==> src/rtl/skolem_sweep_pkg.sv <==
// skolem_sweep_pkg: shared types and limits for the Skolem sweep sequencer.
// Holds the FSM state type/encodings, parameter limits and a drain-count helper.
package skolem_sweep_pkg;

    localparam int LAT_MAX  = 4;
    localparam int N_IN_MAX = 16;
    localparam int DW       = $clog2(LAT_MAX + 1);

    typedef enum logic [1:0] {
        IDLE  = 2'd0,
        ISSUE = 2'd1,
        DRAIN = 2'd2,
        DONE  = 2'd3
    } state_e;

    typedef logic [1:0] state_t;

    localparam state_t ST_IDLE  = 2'd0;
    localparam state_t ST_ISSUE = 2'd1;
    localparam state_t ST_DRAIN = 2'd2;
    localparam state_t ST_DONE  = 2'd3;

    // Drain counter load value: counts LAT cycles down to zero.
    function automatic logic [DW-1:0] drain_init(input int lat);
        if (lat > 0)
            return DW'(lat - 1);
        return '0;
    endfunction

endpackage

==> src/rtl/skolem_sweep_tag_pipe.sv <==
// skolem_sweep_tag_pipe: LAT-deep {vld,index} delay line aligning issued vectors
// with their responses. Ports: clk, rst_n, flush (sync clear), src_vld/src_idx in,
// dly_vld/dly_idx out. LAT=0 is a combinational passthrough.
module skolem_sweep_tag_pipe
    import skolem_sweep_pkg::*;
#(
    parameter int W   = 8,
    parameter int LAT = 1
) (
    input  logic         clk,
    input  logic         rst_n,
    input  logic         flush,
    input  logic         src_vld,
    input  logic [W-1:0] src_idx,
    output logic         dly_vld,
    output logic [W-1:0] dly_idx
);

    generate
        if (LAT == 0) begin : g_pass
            logic unused_sync;
            assign unused_sync = clk ^ rst_n ^ flush;
            assign dly_vld     = src_vld;
            assign dly_idx     = src_idx;
        end else begin : g_pipe
            logic [LAT-1:0] vld_q;
            logic [W-1:0]   idx_q [LAT];

            always_ff @(posedge clk or negedge rst_n) begin
                if (!rst_n) begin
                    vld_q <= '0;
                    for (int i = 0; i < LAT; i++)
                        idx_q[i] <= '0;
                end else if (flush) begin
                    vld_q <= '0;
                end else begin
                    vld_q[0] <= src_vld;
                    idx_q[0] <= src_idx;
                    for (int i = 1; i < LAT; i++) begin
                        vld_q[i] <= vld_q[i-1];
                        idx_q[i] <= idx_q[i-1];
                    end
                end
            end

            assign dly_vld = vld_q[LAT-1];
            assign dly_idx = idx_q[LAT-1];
        end
    endgenerate

endmodule

==> src/rtl/skolem_sweep_ctrl.sv <==
// skolem_sweep_ctrl: exhaustive input sweep for a Skolem candidate. Issues every
// N_IN-bit vector once, aligns sat_any_i/sat_f_i responses LAT cycles later,
// counts violations and latches the lowest violating vector.
// Ports: clk, rst_n, start, abort, vec_o, vec_vld_o, sat_any_i, sat_f_i,
// busy, done, pass, err_cnt, cex_vld, first_cex.
// Build option SKOLEM_SWEEP_STOP_ON_CEX_EN: stop issuing at the first violation.
module skolem_sweep_ctrl
    import skolem_sweep_pkg::*;
#(
    parameter int N_IN = 8,
    parameter int LAT  = 1
) (
    input  logic            clk,
    input  logic            rst_n,
    input  logic            start,
    input  logic            abort,
    output logic [N_IN-1:0] vec_o,
    output logic            vec_vld_o,
    input  logic            sat_any_i,
    input  logic            sat_f_i,
    output logic            busy,
    output logic            done,
    output logic            pass,
    output logic [N_IN:0]   err_cnt,
    output logic            cex_vld,
    output logic [N_IN-1:0] first_cex
);

    localparam logic [N_IN:0] CNT_ONE  = (N_IN+1)'(1);
    localparam logic [N_IN:0] CNT_LAST = {1'b0, {N_IN{1'b1}}};
    localparam logic [DW-1:0] DR_ONE   = DW'(1);
    localparam logic [DW-1:0] DR_INIT  = drain_init(LAT);
    // With no response latency there is nothing to drain.
    localparam state_t ISSUE_EXIT = (LAT == 0) ? ST_DONE : ST_DRAIN;

    state_t          state;
    logic [N_IN:0]   issue_cnt;
    logic [DW-1:0]   drain_cnt;
    logic            tag_vld;
    logic [N_IN-1:0] tag_idx;
    logic            viol;
    logic            last_issue;
    logic            stop_issue;
    logic            start_ok;
    logic [N_IN:0]   err_nxt;

    assign vec_o      = issue_cnt[N_IN-1:0];
    assign vec_vld_o  = (state == ST_ISSUE);
    assign busy       = (state != ST_IDLE);
    assign start_ok   = (state == ST_IDLE) && start && !abort;
    assign viol       = tag_vld & sat_any_i & ~sat_f_i;
    assign err_nxt    = err_cnt + {{N_IN{1'b0}}, viol};
    assign last_issue = (issue_cnt == CNT_LAST);

`ifdef SKOLEM_SWEEP_STOP_ON_CEX_EN
    assign stop_issue = last_issue | viol;
`else
    assign stop_issue = last_issue;
`endif

    skolem_sweep_tag_pipe #(
        .W   (N_IN),
        .LAT (LAT)
    ) u_tag (
        .clk     (clk),
        .rst_n   (rst_n),
        .flush   (abort),
        .src_vld (vec_vld_o),
        .src_idx (vec_o),
        .dly_vld (tag_vld),
        .dly_idx (tag_idx)
    );

    always_ff @(posedge clk or negedge rst_n) begin
        if (!rst_n) begin
            state     <= ST_IDLE;
            issue_cnt <= '0;
            drain_cnt <= '0;
            done      <= 1'b0;
        end else begin
            done <= 1'b0;
            if (abort) begin
                state     <= ST_IDLE;
                issue_cnt <= '0;
            end else begin
                case (state)
                    ST_IDLE: begin
                        if (start) begin
                            state     <= ST_ISSUE;
                            issue_cnt <= '0;
                        end
                    end
                    ST_ISSUE: begin
                        issue_cnt <= issue_cnt + CNT_ONE;
                        if (stop_issue) begin
                            state     <= ISSUE_EXIT;
                            drain_cnt <= DR_INIT;
                        end
                    end
                    ST_DRAIN: begin
                        if (drain_cnt == '0)
                            state <= ST_DONE;
                        else
                            drain_cnt <= drain_cnt - DR_ONE;
                    end
                    ST_DONE: begin
                        state <= ST_IDLE;
                        done  <= 1'b1;
                    end
                    default: state <= ST_IDLE;
                endcase
            end
        end
    end

    always_ff @(posedge clk or negedge rst_n) begin
        if (!rst_n) begin
            err_cnt   <= '0;
            cex_vld   <= 1'b0;
            first_cex <= '0;
            pass      <= 1'b0;
        end else if (abort) begin
            pass <= 1'b0;
        end else if (start_ok) begin
            err_cnt   <= '0;
            cex_vld   <= 1'b0;
            first_cex <= '0;
            pass      <= 1'b0;
        end else begin
            if (viol) begin
                err_cnt <= err_nxt;
                // Vectors issue in ascending order, so the first hit is the lowest.
                if (!cex_vld) begin
                    cex_vld   <= 1'b1;
                    first_cex <= tag_idx;
                end
            end
            if (state == ST_DONE)
                pass <= (err_nxt == '0);
        end
    end

endmodule

==> config.mk <==
export PLATFORM = sky130hd
export DESIGN_NAME = skolem_sweep_ctrl
export DESIGN_NICKNAME = d
export VERILOG_FILES = /design/src/rtl/skolem_sweep_pkg.sv /design/src/rtl/skolem_sweep_tag_pipe.sv /design/src/rtl/skolem_sweep_ctrl.sv
export SDC_FILE = /design/constraint.sdc
export NUM_CORES = 1
export LEC_CHECK = 0
export BUFFER_PORTS_ARGS = -buffer_cell sky130_fd_sc_hd__buf_2
export CAP_MARGIN = 30
export CORE_MARGIN = 8
export CORE_UTILIZATION = 61
export DETAILED_ROUTE_END_ITERATION = 10
export GPL_ROUTABILITY_DRIVEN = 0
export HOLD_SLACK_MARGIN = 0.12
export PLACE_DENSITY_LB_ADDON = 0.15
export RECOVER_POWER = 25
export SETUP_SLACK_MARGIN = 0.3
export SLEW_MARGIN = 20
export SYNTH_ARGS = -nofsm -noshare
export SYNTH_HDL_FRONTEND = slang
export SYNTH_SLANG_ARGS = --single-unit
==> constraint.sdc <==
create_clock -name clk -period 3.1 [get_ports clk]
set_clock_uncertainty 0.15 [all_clocks]
set_input_delay 0.31 -clock clk [delete_from_list [all_inputs] [get_ports clk]]
set_output_delay 0.31 -clock clk [all_outputs]
set_load 0.02 [all_outputs]
# == After elaboration in Yosys (flattened, before gate mapping) ==
# Index checks and enable logic that the tools add are counted.
# op_classes
bitwise_logic,4
add_sub_neg,3
n_reduce_logical,16
n_mux,24
n_eq_ne,10
# op_table
cell,n
$mux 9,4
$mux 8,3
$pmux 9 s2,1
$add 9x1->9,1
$add 9x1->9 const B,1
$eq 9x8->1 const B,1
$logic_not 9->1,1
$ne 3x3->1 const B,3
$mux 1,8
$mux 2,4
$pmux 2 s4,1
$mux 3,2
$pmux 3 s2,1
$reduce_and 3->1,2
$reduce_bool 2->1,3
$reduce_bool 3->1,2
$eq 2x2->1 const B,2
$ne 2x2->1 const B,2
$reduce_and 2->1,2
$reduce_and 4->1,1
$logic_not 3->1,1
$sub 3x1->3 const B,1
$and 1x1->1,2
$eq 2x1->1 const B,1
other kinds (5),7
# totals
word_cells,67
regBits,43
inputBits,6

# == Depth between registers and ports, before layout ==
# Gate-level depths: netlist of the first run.
# depth
ltp_word,7
ltp_mapped,9

# == By module ==
# A second synthesis of the first run with hierarchy kept.
# unflattened
cells_unflattened,218
area_unflattened_um2,2311.0
# by_module_without_submodules
mod,seq_area_each_um2,area_per_inst_um2,n_inst,cells_per_inst
skolem_sweep_ctrl,850.8,1945.6,1,199
skolem_sweep_tag_pipe,225.2,365.4,1,19

# == Least setup slack after synthesis of the first run ==
# Ideal clock, no wire load.
# synth_timing
path_kind,reg-to-reg
start,"reg u_tag.g_pipe.vld_q, in the netlist u_tag.dly_vld"
end,reg pass
setup_ps,92
t_arrival_ps,1728
path_stages_with_launch,10
setup_slack_ps,1130
t_required_ps,2858
path_cell_list,dfrtp_1 -> nand3b_4 -> inv_1 -> ha_1 -> ha_1 -> and3_1 -> buf_4 -> xnor2_1 -> a31oi_1 -> o31ai_2
# synth_between
elab_chain_len,7
# synth_rtl
element,line,text
from (decl),skolem_sweep_tag_pipe.sv:26,logic [LAT-1:0] vld_q;
"from (signal, indexed assignment)",skolem_sweep_tag_pipe.sv:40,vld_q[i] <= vld_q[i-1];
$and 1x1->1 (2 in series),skolem_sweep_ctrl.sv:51,assign viol = tag_vld & sat_any_i & ~sat_f_i;
$add 9x1->9,skolem_sweep_ctrl.sv:52,"assign err_nxt = err_cnt + {{N_IN{1'b0}}, viol};"
$logic_not 9->1,skolem_sweep_ctrl.sv:139,pass <= (err_nxt == '0);
$mux 1,skolem_sweep_ctrl.sv:138,if (state == ST_DONE)
$mux 1,skolem_sweep_ctrl.sv:124,end else if (start_ok) begin
$mux 1,skolem_sweep_ctrl.sv:122,end else if (abort) begin
to (signal assigned),skolem_sweep_ctrl.sv:139,
to (decl),skolem_sweep_ctrl.sv:23,"output logic pass,"
# Every way passes these cells. The select of a mux whose other input is x is not followed.
# A chain may end at the register's enable or synchronous reset.

# == Final worst setup path of the first run ==
# Ends and elaborated chain as after synthesis.

==> results.py, run 1 <==
metrics = {
    "setup_path": {
        "cp_common_cell": "ha_1",
        "required_ns": 3.16,
        "crit_path_end_kind": "flip-flop",
        "critPathKind": "reg2reg",
        "cp.arrival_ns": 2.25,
        "cp_num_cells": 8,
        "critPathLaunchType": "flip-flop",
        "max_stage_delay_ns": 0.38,
        "path_delay_family": "simple AND/OR/NAND/NOR gates",
        "r2r_cells": 8,
        "path_max_fanout": 7,
        "path_cells": "nand3b_4 -> inv_1 -> ha_1 -> ha_1 -> and3_1 -> xnor2_1 -> a31oi_1 -> o31ai_2",
        "cp_slowest_cell": "dfrtp_1",
        "crit_buf_inv": 1,
    },
    "min_path": {
        "holdPathStages": 1,
        "hold_class": "reg2reg",
    },
    "drt": {
        "drt_wl_total_microns": 4590,
        "wl_per_cell_microns": 15.3,
        "drtIter0Drc": 72,
        "vias_per_cell": 5.68,
        "ant_nets": 0,
        "first_pass_iters": 4,
        "num_vias": 1699,
        "drc": 0,
    },
    "sta": {
        "hold_viol": 0,
        "setup_violations": 0,
        "max_freq_ghz": 0.456,
        "rsz0062_at_grt": "false",
        "tns_ns": 0,
        "max_slew_margin_pct": 34.9,
        "fin_crit_sh_pct": 70.7,
        "period_needed_ns": 2.19,
        "worst_slew_pin_slew_ns": 0.977,
        "slew_viol_final": 0,
    },
    "grt": {
        "grt_max_degree": 44,
        "gr-total-overflow": 0,
        "first_global_vias": 1680,
        "grt_first_pass_wirelength_microns": 7890,
        "antenna_found_initial": 0,
        "grt_usage_pct": 15.7,
    },
    "layout": {
        "n_fill_cell": 309,
        "diodes": 0,
        "syn_to_final_growth_pct": 11.2,
        "fin_nets": 267,
        "layoutNonFillerInstCount": 299,
        "utilization_pct": 70.5,
        "final_area_sq_um": 2580,
        "drive_gt1_share_pct": 24.3,
    },
    "pwr": {
        "power.density_nw_per_um2": 610,
        "ir_worst_vdd_mv": 0.426,
        "p_leak_nw": 1.28,
    },
    "synth": {
        "post-synth-top-count-cell": "dfrtp_1",
        "ys_seq_area_share_pct": 46.3,
        "synth_ff_type": "dfrtp_1",
        "synth_top_area_share_pct": 46.3,
        "yosys-top-cells-area": "dfrtp_1 46%, ha_1 5.4%, mux2_2 4.8%",
        "synth-edff-count": 0,
        "ys_types": 49,
        "synth-seq-cells": 43,
        "netlist_instances": 221,
        "avgSynthCellArea_sq_um": 10.5,
        "netlist_area_sq_um": 2320,
        "ys.warnings.count": 0,
        "postSynth.asyncResetShare_pct": 100,
        "synthesis.nets": 237,
        "synthTopCellsByCount": "43 x dfrtp_1, 24 x nand2_1, 13 x nor2_1",
        "synth_top_area_cell": "dfrtp_1",
    },
    "place": {
        "port_buffers": 35,
        "place_area_sq_um": 2450,
        "place_hpwl_microns": 3370,
        "dp_cells": 290,
    },
    "floorplan": {
        "pin_count": 36,
        "die_area_sq_um": 6040,
        "core_area_sq_um": 3660,
        "rows": 22,
        "die_w_microns": 77.7,
        "fp.dieH_microns": 77.7,
        "initial_core_util_pct": 63.4,
    },
    "cts": {
        "clk_latency_ns": 0.29,
        "cts_made_buffers": 5,
        "cts_tree": "yes",
        "clk_path_buf_depth": 2,
        "post_cts_resized": 0,
        "path_clk_slew_ns": 0.08,
        "cts_hold_buf": 1,
        "htreeDepth": 2,
        "clock-root-buffer": "clkbuf_8",
        "clkSinkCount": 43,
        "postCtsSetupBuffers": 0,
    },
    "outcome": {
        "status": "finished, final reports clean",
    },
    "job": {
        "maxCapViolCount": 0,
    },
}
cell usage in the layout (no fill, tap or decap), types with 5 or more instances in the layout:
cell	n
nor2_1	13
xnor2_1	6
inv_1	11
dfrtp_1	43
a21oi_1	6
ha_1	10
o21ai_1	6
nand2_1	24
clkbuf_8	5
mux2_2	10
buf_2	33
xor2_1	7
nand3_1	5
o21ai_0	7
registers in the layout (all words and copies together), names as in the netlist:
| register | count |
|---|---|
| drain_cnt | 3 |
| cex_vld | 1 |
| err_cnt | 9 |
| u_tag.dly_idx | 8 |
| first_cex | 8 |
| issue_cnt | 9 |
| pass | 1 |
| done | 1 |
| u_tag.dly_vld | 1 |
| state | 2 |
worst paths after layout:
check | start | to | slack (ns)
setup / recovery | u_tag.dly_vld$_DFF_PN0_ | pass$_DFFE_PN0P_ | 0.91
hold / removal | drain_cnt[0]$_DFFE_PN0P_ | drain_cnt[0]$_DFFE_PN0P_ | 0.31
setup reg to reg | u_tag.dly_vld$_DFF_PN0_ | pass$_DFFE_PN0P_ | 0.91
hold reg to reg | drain_cnt[0]$_DFFE_PN0P_ | drain_cnt[0]$_DFFE_PN0P_ | 0.31
max in group asynchronous | rst_n | issue_cnt[5]$_DFFE_PN0P_ | 1.78
min in group asynchronous | rst_n | err_cnt[7]$_DFFE_PN0P_ | 0.42
through the flow:
| step | hold slack, ns | worst slack, ns | total power [W] |
|---|---|---|---|
| after floorplan | -0.136 | 1.13 | 0.00106 |
| after global placement | 0.291 | 0.912 | 0.00116 |
| after detailed placement | 0.297 | 0.834 | 0.00117 |
| after CTS | 0.292 | 0.904 | 0.00159 |
| after global routing | 0.324 | 0.747 | 0.00168 |
| final | 0.306 | 0.909 | 0.00158 |
logic make-up after synthesis:
kind of cell | synth area share [%]
AO/OA/AOI/OAI | 16.6
AND/OR/NAND/NOR | 15.1
buffers and inverters | 6.30
flip-flops | 46.3
multiplexers | 5.28
adder cells (fa/ha/maj) | 5.39
XOR/XNOR | 4.90
routing by layer:
layer	up-vias	part of all wire [%]	GRT usage, %
met5	-	0	0
met4	0	1.5	5.28
met3	9	5.9	5.41
met2	35	46	24.1
met1	822	47	20.2
li1	833	-	-
final cells by class:
type	count	area (sq um)	share of cell area, %
Clock buffer	6	72.6	2.81
Clock inverter	1	30.0	1.16
Inverter	11	41.3	1.60
Timing Repair Buffer	37	203	7.85
Tap cell	48	60.1	2.33
Multi-Input combinational cell	153	1100	42.6
Sequential cell	43	1080	41.7
power by group:
| part | switching [W] | internal, W | leakage [nW] | total (W) |
|---|---|---|---|---|
| clock | 0.000176 | 0.000236 | 0.0513 | 0.000412 |
| combinational | 0.000318 | 0.000186 | 0.637 | 0.000505 |
| sequential | 0.0000466 | 0.000613 | 0.594 | 0.000659 |
| total | 0.000541 | 0.00103 | 1.28 | 0.00158 |
(Power assumes the default switching activity.)
==> run 2: changes to the inputs <==
--- a/config.mk
+++ b/config.mk
@@ -8,7 +8,7 @@
 export BUFFER_PORTS_ARGS = -buffer_cell sky130_fd_sc_hd__buf_2
 export CAP_MARGIN = 30
 export CORE_MARGIN = 8
-export CORE_UTILIZATION = 61
+export CORE_UTILIZATION = 56
 export DETAILED_ROUTE_END_ITERATION = 10
 export GPL_ROUTABILITY_DRIVEN = 0
 export HOLD_SLACK_MARGIN = 0.12
==> constraint.sdc (replaced) <==
create_clock -name clk -period 2.23 [get_ports clk]
set_clock_uncertainty 0.15 [all_clocks]
set_input_delay 0.223 -clock clk [delete_from_list [all_inputs] [get_ports clk]]
set_output_delay 0.223 -clock clk [all_outputs]
set_load 0.02 [all_outputs]
==> run 2 against run 1 <==
Critical path depth stayed put. Sequential cell count unchanged. Sequential power up 37%. Via count rose by 2.6%. First-iteration DRC count shrank 4.2%. Highest routed layer unchanged. Combinational power rose by 63%. Clock-buffer cell count increased by 1. Total power increased by 40%. Sequential share of layout area decreased by 1.7 points. Critical endpoint unchanged. Routed wire length grew 8.4%. Die area increased by 7.1%.
==> results.py, run 2 (synthesis gave the netlist of run 1 again) <==
metrics = {
    "outcome": {
        "status": "finished, final reports clean",
    },
    "setup_path": {
        "critPathKind": "reg2reg",
        "required_ns": 2.30,
        "cp.arrival_ns": 1.96,
        "r2r-start": "u_tag.dly_vld$_DFF_PN0_",
        "path_max_fanout": 5,
        "critPathLaunchType": "flip-flop",
        "rr_endpoint": "pass$_DFFE_PN0P_",
        "startpoint": "u_tag.dly_vld$_DFF_PN0_",
        "r2r_cells": 8,
        "rrSetupSlack_ns": 0.34,
        "crit_path_end_kind": "flip-flop",
    },
    "pwr": {
        "total_power_w": 0.00220,
        "ir_worst_vdd_mv": 0.652,
        "p_leak_nw": 1.29,
        "power.density_nw_per_um2": 819,
    },
    "drt": {
        "met1Wirelength_microns": 2200,
        "drc": 0,
        "ant_nets": 0,
        "drt_wl_total_microns": 4970,
        "wl_per_cell_microns": 16.1,
        "wl_met3_microns": 359,
        "wl_met2_microns": 2330,
        "first_pass_iters": 4,
        "drtIter0Drc": 69,
        "vias_per_cell": 5.66,
        "num_vias": 1743,
        "topRoutingLayerUsed": "met4",
    },
    "min_path": {
        "hold_path_startpoint": "abort",
        "hold_class": "in2reg",
        "holdPathEnd": "state[1]$_DFFE_PN0P_",
        "holdPathStages": 2,
    },
    "sta": {
        "setup_violations": 0,
        "slew_viol_final": 0,
        "fin_crit_sh_pct": 84.9,
        "period_needed_ns": 1.89,
        "hold_viol": 0,
        "rsz0062_at_grt": "true",
        "max_freq_ghz": 0.528,
        "fin_ws_ns": 0.336,
        "max_slew_margin_pct": 29.6,
        "worst_slew_pin_slew_ns": 1.06,
        "tns_ns": 0,
    },
    "cts": {
        "cts_made_buffers": 5,
        "htreeDepth": 2,
        "clk_latency_ns": 0.30,
        "path_clk_slew_ns": 0.08,
        "clk_path_buf_depth": 2,
        "clkSinkCount": 43,
        "clock-root-buffer": "clkbuf_8",
        "cts_tree": "yes",
    },
    "grt": {
        "antenna_found_initial": 0,
        "grt_usage_pct": 16.0,
        "grt_max_degree": 44,
        "first_global_vias": 1769,
        "gr-total-overflow": 0,
        "grt_first_pass_wirelength_microns": 8220,
    },
    "layout": {
        "largestRegisters": "err_cnt x9, issue_cnt x9",
        "final_area_sq_um": 2690,
        "syn_to_final_growth_pct": 15.8,
        "fin_nets": 273,
        "final_common_cell": "dfrtp_1",
        "diodes": 0,
        "utilization_pct": 67.3,
        "drive_gt1_share_pct": 32.6,
        "layout_common_cells": "43 x dfrtp_1, 35 x buf_2, 24 x nand2_1, 11 x nor2_1",
    },
    "place": {
        "place_area_sq_um": 2480,
        "port_buffers": 35,
        "dpl_worst_slack_ns": 0.125,
        "place_hpwl_microns": 3400,
    },
    "floorplan": {
        "initial_core_util_pct": 58.1,
        "die_area_sq_um": 6460,
        "rows": 23,
        "fp.dieH_microns": 80.4,
        "die_w_microns": 80.4,
        "core_area_sq_um": 4000,
        "pin_count": 36,
    },
    "job": {
        "maxCapViolCount": 0,
    },
}
run 2: routing by layer:
layer / global-route usage [%] / up-vias
li1: - / 855
met1: 20.4 / 834
met2: 24.9 / 45
met3: 5.02 / 9
met4: 5.45 / 0
met5: 0 / -
run 2: worst max-delay path by stage:
stage | end | slack, ns | cells after the start
4_1_cts | pass$_DFFE_PN0P_ | 0.28 | 8
6_report | pass$_DFFE_PN0P_ | 0.34 | 8
3_5_place_dp | pass$_DFFE_PN0P_ | 0.12 | 9
2_1_floorplan | pass$_DFFE_PN0P_ | 0.33 | 9
5_1_grt | state[1]$_DFFE_PN0P_ | 0.24 | 8
3_3_place_gp | pass$_DFFE_PN0P_ | 0.18 | 9
run 2: repair_timing:
| item | CTS | global route |
|---|---|---|
| resized for setup | 7 | 18 |
| hold buffers | 1 | 0 |
| setup endpoints to repair | 11 | 28 |
| setup buffers | 1 | 3 |
| pin swaps | 3 | 9 |
| hold endpoints to repair | 43 | 0 |
run 2: critical path: stages, from the launching register on:
cell and delay [ns]:
dfrtp_1 0.40, nand3b_4 0.10, inv_2 0.07, ha_4 0.18, ha_4 0.18, xor2_1 0.18, nor4b_2 0.24, nand4b_1 0.15
o31ai_2 0.18
run 2: stage by stage:
step                cells  hold WS, ns
floorplan             221       -0.223
global placement      295        0.182
detailed placement    295        0.187
CTS                   305        0.204
global route          308        0.237
finish                308        0.215
run 2: area by class of cell:
type	count	area, sq um
repair buffers	43	228
clock buffers	7	76.3
well taps	50	62.6
clock inverters	1	5.00
multi-input cells	153	1200
inverters	11	41.3
fillers	331	1310
flip-flops and latches	43	1080
run 2: power breakdown:
part | switching, W | internal (W) | total [W] | leakage, nW
clock | 0.000258 | 0.000220 | 0.000478 | 0.0422
sequential | 0.0000535 | 0.000852 | 0.000905 | 0.594
combinational | 0.000495 | 0.000326 | 0.000821 | 0.650
